`config.mk`:
```
export PLATFORM = sky130hd
export DESIGN_NAME = ewb_drain_arbiter
export DESIGN_NICKNAME = d
export VERILOG_FILES = /design/src/rtl/ewb_drain_arbiter_pkg.sv /design/src/rtl/ewb_drain_arbiter_line_beat_buffer.sv /design/src/rtl/ewb_drain_arbiter.sv
export SDC_FILE = /design/constraint.sdc
export NUM_CORES = 1
export LEC_CHECK = 0
export CORE_AREA = 5 5 291 293
export CTS_CLUSTER_SIZE = 8
export DETAILED_ROUTE_END_ITERATION = 16
export DIE_AREA = 0 0 296 298
export SKIP_CTS_REPAIR_TIMING = 1
export SYNTH_ARGS = -nofsm -noshare
export SYNTH_HDL_FRONTEND = slang
export SYNTH_HIERARCHICAL = 1
export SYNTH_SLANG_ARGS = --single-unit
```
`constraint.sdc`:
```
create_clock -name clk -period 13.54 [get_ports clk]
set_input_delay 2.708 -clock clk [delete_from_list [all_inputs] [get_ports clk]]
set_output_delay 2.708 -clock clk [all_outputs]
set_load 0.02 [all_outputs]
```
`src/rtl/ewb_drain_arbiter_pkg.sv`:
```
// Shared types and constants for the EWB drain / L2 fill arbiter.
// Holds the FSM state encoding, beat geometry and the line-align helper.
package ewb_drain_arbiter_pkg;

    localparam int LINE_W    = 256;
    localparam int BEAT_W    = 64;
    localparam int BURST_LEN = 4;
    localparam int OFFSET    = 5;
    localparam int CNT_W     = $clog2(BURST_LEN);

    typedef enum logic [2:0] {
        IDLE,
        RD_BURST,
        RD_DONE,
        WR_BURST,
        WR_DONE
    } state_e;

    typedef struct packed {
        state_e           state;
        logic [CNT_W-1:0] beat_cnt;
    } dbg_t;

    function automatic logic [31:0] line_align(input logic [31:0] addr);
        return {addr[31:OFFSET], {OFFSET{1'b0}}};
    endfunction

endpackage

```
`src/rtl/ewb_drain_arbiter_line_beat_buffer.sv`:
```
// One cacheline register shared by the fill and drain paths: whole-line load,
// per-beat write, and a beat read mux.
module line_beat_buffer
    import ewb_drain_arbiter_pkg::*;
(
    input  logic              clk,
    input  logic              rst,
    input  logic              load_line,
    input  logic [LINE_W-1:0] line_d,
    input  logic              beat_we,
    input  logic [CNT_W-1:0]  beat_sel,
    input  logic [BEAT_W-1:0] beat_d,
    output logic [LINE_W-1:0] line_next,
    output logic [BEAT_W-1:0] beat_q
);

    logic [LINE_W-1:0] line_q;

    // line_next is exposed so the fill line can be handed out on the same
    // edge that captures its final beat.
    always_comb begin
        line_next = line_q;
        if (load_line)
            line_next = line_d;
        else if (beat_we)
            line_next[beat_sel*BEAT_W +: BEAT_W] = beat_d;
    end

    always_ff @(posedge clk or posedge rst) begin
        if (rst)
            line_q <= '0;
        else
            line_q <= line_next;
    end

    assign beat_q = line_q[beat_sel*BEAT_W +: BEAT_W];

endmodule

```
`src/rtl/ewb_drain_arbiter.sv`:
```
// Arbitrates the 64-bit burst memory port between L2 line fills and EWB drains.
// The EWB head is popped only once its write burst has fully completed.
module ewb_drain_arbiter
    import ewb_drain_arbiter_pkg::*;
(
    input  logic              clk,
    input  logic              rst,
    input  logic              ewb_empty_i,
    input  logic              ewb_full_i,
    input  logic [LINE_W-1:0] ewb_data_i,
    input  logic [31:0]       ewb_addr_i,
    output logic              ewb_yumi_o,
    input  logic              l2_read_i,
    input  logic [31:0]       l2_addr_i,
    output logic [LINE_W-1:0] l2_rdata_o,
    output logic              l2_resp_o,
    output logic              mem_read_o,
    output logic              mem_write_o,
    output logic [31:0]       mem_addr_o,
    output logic [BEAT_W-1:0] mem_wdata_o,
    input  logic [BEAT_W-1:0] mem_rdata_i,
    input  logic              mem_resp_i,
    output dbg_t              dbg
);

    state_e            state;
    logic [CNT_W-1:0]  beat_cnt;
    logic [31:0]       addr_q;
    logic              urgent;
    logic              go_write;
    logic              go_read;
    logic              beat_we;
    logic              last_ack;
    logic [LINE_W-1:0] line_next;

    // A full EWB outranks fills; otherwise fills beat background drains.
    assign urgent   = ewb_full_i & ~ewb_empty_i;
    assign go_write = (state == IDLE) & (urgent | (~l2_read_i & ~ewb_empty_i));
    assign go_read  = (state == IDLE) & ~urgent & l2_read_i;
    assign beat_we  = (state == RD_BURST) & mem_resp_i;
    assign last_ack = mem_resp_i & (beat_cnt == CNT_W'(BURST_LEN - 1));

    line_beat_buffer u_buf (
        .clk       (clk),
        .rst       (rst),
        .load_line (go_write),
        .line_d    (ewb_data_i),
        .beat_we   (beat_we),
        .beat_sel  (beat_cnt),
        .beat_d    (mem_rdata_i),
        .line_next (line_next),
        .beat_q    (mem_wdata_o)
    );

    assign mem_addr_o = addr_q;
    assign dbg        = '{state: state, beat_cnt: beat_cnt};

    always_ff @(posedge clk or posedge rst) begin
        if (rst) begin
            state       <= IDLE;
            beat_cnt    <= '0;
            addr_q      <= '0;
            mem_read_o  <= 1'b0;
            mem_write_o <= 1'b0;
            l2_resp_o   <= 1'b0;
            ewb_yumi_o  <= 1'b0;
            l2_rdata_o  <= '0;
        end else begin
            l2_resp_o  <= 1'b0;
            ewb_yumi_o <= 1'b0;
            case (state)
                IDLE: begin
                    if (go_write) begin
                        addr_q      <= line_align(ewb_addr_i);
                        mem_write_o <= 1'b1;
                        state       <= WR_BURST;
                    end else if (go_read) begin
                        addr_q     <= line_align(l2_addr_i);
                        mem_read_o <= 1'b1;
                        state      <= RD_BURST;
                    end
                end
                RD_BURST: begin
                    if (mem_resp_i) begin
                        beat_cnt <= beat_cnt + CNT_W'(1);
                        if (last_ack) begin
                            mem_read_o <= 1'b0;
                            l2_resp_o  <= 1'b1;
                            l2_rdata_o <= line_next;
                            state      <= RD_DONE;
                        end
                    end
                end
                RD_DONE: state <= IDLE;
                WR_BURST: begin
                    if (mem_resp_i) begin
                        beat_cnt <= beat_cnt + CNT_W'(1);
                        if (last_ack) begin
                            mem_write_o <= 1'b0;
                            ewb_yumi_o  <= 1'b1;
                            state       <= WR_DONE;
                        end
                    end
                end
                WR_DONE: state <= IDLE;
                default: state <= IDLE;
            endcase
        end
    end

endmodule

```
== Word-level counts from Yosys, hierarchy flattened ==
Index checks and enable logic that the tools add are counted.
Cells by class
  add/sub/neg operators: 2
  equal/unequal tests: 11
  shifts and indexed selects: 3
  mux-type cells: 23
  bitwise gates (word level): 11
  reductions and logical operators: 11
Operators with widths (number)
  two-way mux 256 bit: 2
  bitwise mux 256 bit: 1
  variable shift 64 x 34 -> 256 bit, first input constant: 1
  variable part select 256 x 9 -> 64 bit: 1
  variable part select 64 x 34 -> 256 bit: 1
  two-way mux 32 bit: 2
  negation 8 -> 34 bit: 1
  two-way mux 3 bit: 6
  != test 2 bit, second input constant: 7
  AND reduction 5 bit: 2
  two-way mux 1 bit: 9
  case mux 3 bit (3 select lines): 1
  AND 1 bit: 7
  nonzero test 2 bit: 3
  case mux 1 bit (2 select lines): 2
  AND reduction 2 bit: 2
  AND reduction 4 bit: 1
  == test 3 x 1 -> 1 bit, second input constant: 1
  == test 3 x 2 -> 1 bit, second input constant: 1
  zero test 3 bit: 1
  != test 3 bit, second input constant: 1
  inverter 1 bit: 3
  AND reduction 3 bit: 1
  adder 2 x 1 -> 2 bit, second input constant: 1
  3 further kinds: 3
Word-level totals
  flip-flop bits (word level): 553
  logic and storage cells: 70

== Depth between registers and ports, before layout ==
  depth after elaboration: 8
  mapped depth: 12
  gate-level depth less buffers: 6

== Cells and area by module ==
Netlist, hierarchy kept.
Modules (own cells, without submodules)
  line_beat_buffer: times used 1, cells an instance 1541, area an instance 15130.8 um2, seq. area each 6406.1 um2
  ewb_drain_arbiter: times used 1, cells an instance 745, area an instance 12677.2 um2, seq. area each 7307.0 um2

== Worst setup path after synthesis ==
OpenSTA, ideal clock, no wires.
  path kind: input-to-reg
  start point: in l2_read_i
  end point: reg l2_rdata_o[52]
  arrival time: 4.401 ns
  data required time: 13.415 ns
  path slack: 9.014 ns
  cell stages on the path: 10
  path through: nor2b_1 buf_2 or3_1 inv_1 buf_2 clkbuf_1 clkbuf_1 nor2b_1 a21oi_1 mux2_4
Between the ends
  cells in the longest elaborated chain, start to end: 5
RTL lines
  from (decl): RTL line ewb_drain_arbiter.sv:13  | input logic l2_read_i,
  inverter 1 bit: RTL line ewb_drain_arbiter.sv:38  | assign go_write = (state == IDLE) & (urgent | (~l2_read_i & ~ewb_empty_i));
  AND 1 bit: RTL line ewb_drain_arbiter.sv:38
  bitwise OR 1 bit: RTL line ewb_drain_arbiter.sv:38
  AND 1 bit: RTL line ewb_drain_arbiter.sv:38
  net go_write: RTL line ewb_drain_arbiter.sv:30  | logic go_write;
  two-way mux 256 bit: RTL line ewb_drain_arbiter_line_beat_buffer.sv:23  | if (load_line)
  net line_next[52]: RTL line ewb_drain_arbiter.sv:34  | logic [LINE_W-1:0] line_next;
  to (signal assigned): RTL line ewb_drain_arbiter.sv:89  | l2_rdata_o <= line_next;
  to (decl): RTL line ewb_drain_arbiter.sv:15  | output logic [LINE_W-1:0] l2_rdata_o,
The timed path passes the listed nets, and every way through them passes these cells.
A chain may end at the register's enable or synchronous reset.

== Worst setup path in the final report ==
  start point: in l2_read_i
  end point: reg l2_rdata_o[111]
The elaborated chain is that of the path after synthesis.

==> out/results.tsv <==
metric	value	unit
outcome	finished, final reports clean	
syn_area_per_cell	12.16	sq um
min_period_over_period	0.4927	
hpwl	73380	um
tritoncts	yes	
cts_root_buf	clkbuf_16	
power_density	280.8	nW/um^2
ys_async_sr_fraction	1.000	
place_ws	6.408	ns
clkSlewWorstSetupHoldPaths	0.05	ns
finalClockSkew	0.01757	ns
seqCellArea	13720	sq um
yosys.area.top_type	dfrtp_1	
layout.nets	3295	
num-fill-cells	7370	
fin_util	0.4602	
final.min_clock_period	6.671	ns
die_w	296	um
gr-usage-all-layers	0.2515	
fp-row-count	105	
synth_area	27810	sq um
antenna_found_initial	33	
die-area	88210	sq um
htreeDepth	3	
r2r_start	state[2]	
final.setup.tns	0	ns
clkLatencyLatePin	0.62	ns
hold_end	mem_read_o	
worst_pin_slew	1.250	ns
hold_viol	0	
grt_max_degree	208	
synth_top_cell_area_share	0.4931	
grt-ovfl-total	0	
maxCapViolCount	0	
hold_class	reg2reg	
fin_cells	4004	
drc	0	
cts_buffers	79	
reg2regPathDepth	8	
dr.pass1.iters	6	
synth.distinct_cells	44	
crit_type	in2reg	
synth-edff-count	0	
p_leak	14.84	nW
ys_seq_elements	548	
setup_viol	0	
fmax	149.9	MHz
r2r-end	l2_rdata_o[111]	
clk_path_buf_depth	3	
yosys_warnings	6	
postRouteWirelength	115600	um
synthTopCellsByArea	dfrtp_1, mux2_4, a21oi_1	
setup.worst_path.start_class	primary input	
hold_path_depth	1	
io_buffers	735	
hold-worst-slack	0.5028	ns
seq_area_frac_synth	0.4931	
vdd_ir_drop_max	0.0001189	V
cp.required	14.02	ns
cp_max_fo	132	
clock_sinks	548	
synthFlopType	dfrtp_1	
grt_first_pass_wirelength	167500	um
rrSetupSlack	8.44	ns
multiInputGateArea	12410	sq um
placed_cells_incl_taps	3888	
critPathArrivalTime	7.16	ns
design.portCount	751	
vias	22970	
drtIter0Drc	1945	
globalplace.congestion	0.9027	
rsz0062_at_grt	false	
initial_core_util	0.3408	
worst_slack	6.869	ns
ant_nets	0	
syn_inst	2286	
cp-end-kind	flip-flop	
wl_per_cell	28.88	um
core	81580	sq um
fp.dieH	298	um
syn_to_final_growth	35.02	%
drv_slew	0	
min-delay-start	mem_read_o	
slew-limit-headroom	0.1627	
finalPower	10.54	mW
final_area	37550	sq um
grt_pass1_vias	24510	
vias_per_cell	5.736	
place_area	35340	sq um
drive_gt1_frac	0.1797	
state kept, by name, summed over array words and instances (netlist names):
name,count
ewb_yumi_o,1
state,3
mem_read_o,1
mem_write_o,1
mem_addr_o,27
l2_rdata_o,256
beat_cnt,2
u_buf/line_q,256
l2_resp_o,1
placed cells by master, fill, tap and decap left out, types with 2 or more instances in the layout:
cell             synthesis  layout
clkdlybuf4s50_1          0     735
dfrtp_1                548     546
a21oi_1                496     496
mux2_4                 229     229
nor2b_1                214     213
nand4_1                148     148
clkbuf_16                0      79
mux4_2                  64      64
nand3_1                 54      54
inv_1                   50      47
nand4b_1                37      37
a221oi_2                36      36
buf_4                   26      29
mux2_2                  28      28
o31ai_1                 27      27
a31oi_1                 27      27
diode_2                  0      23
and4bb_2                22      22
nor4bb_1                21      21
a221oi_1                 8       8
nand2_4                  1       5
conb_1                   1       5
clkbuf_1                97       5
nand2b_1                 4       4
ha_4                     0       4
inv_16                   0       3
inv_8                    0       3
buf_12                  25       3
or3_1                    2       2
and3_1                   2       2
o21ai_1                  2       2
xor2_1                   2       2
ha_1                     6       2
dfrtp_4                  0       2
clkinv_8                 0       2
clkinv_16                0       2
report_power, final:
group          leakage [nW]  switching [mW]  internal (mW)  total (mW)
logic                  7.26            3.01           2.63        5.64
registers              6.54           0.608           2.49        3.09
clock network          1.04           0.766           1.05        1.81
total                  14.8            4.38           6.16        10.5
worst max-delay path, cell delays in order:
cell             delay [ns]
clkdlybuf4s50_1        0.48
nor2b_2                0.38
or3_1                  0.51
inv_8                  0.47
buf_4                  0.81
buf_4                  0.82
nor2b_1                0.35
a21oi_1                0.10
mux2_4                 0.26
worst max path at each step:
stage                     start         endpoint  slack (ns)  cells past startpoint
global route          l2_read_i  l2_rdata_o[111]        6.70                      9
CTS                 beat_cnt[0]   mem_wdata_o[2]        6.86                      3
global placement      l2_read_i  l2_rdata_o[111]        6.43                      9
detailed placement    l2_read_i  l2_rdata_o[111]        6.41                      9
floorplan                   rst      beat_cnt[0]        2.77                      1
finish                l2_read_i  l2_rdata_o[111]        6.87                      9
cell families after synthesis:
| logic type | synth area share |
|---|---|
| AO/OA/AOI/OAI | 0.1253 |
| AND/OR/NAND/NOR | 0.1268 |
| multiplexers | 0.1868 |
| adder cells (fa/ha/maj) | 0.002700 |
| XOR/XNOR | 0.0006300 |
| other | 0.0001349 |
| buffers and inverters | 0.06448 |
| flip-flops | 0.4931 |
layout make-up:
cell class                      instances  area share
Multi-Input combinational cell       1452      0.3306
Clock inverter                          9    0.004099
Timing Repair Buffer                  767      0.2033
Inverter                               51    0.006132
Antenna cell                           23    0.001533
Tap cell                             1070     0.03566
Sequential cell                       548      0.3654
Clock buffer                           84     0.05315
routing by layer:
metal | track usage | vias to the layer above | part of all wire
met1 | 0.3144 | 11670 | 0.39
met4 | 0.1225 | 12 | 0.046
met3 | 0.06927 | 297 | 0.092
met2 | 0.4031 | 1339 | 0.48
li1 | - | 9651 | -
met5 | 0 | - | 0.00062
synth_stat cells (28+ instances only):
master    number
mux2_4       229
mux2_2        28
clkbuf_1      97
mux4_2        64
nand4b_1      37
a21oi_1      496
nand3_1       54
dfrtp_1      548
inv_1         50
nor2b_1      214
a221oi_2      36
buf_2         59
nand4_1      148
Power figures use the tool's default switching activity.
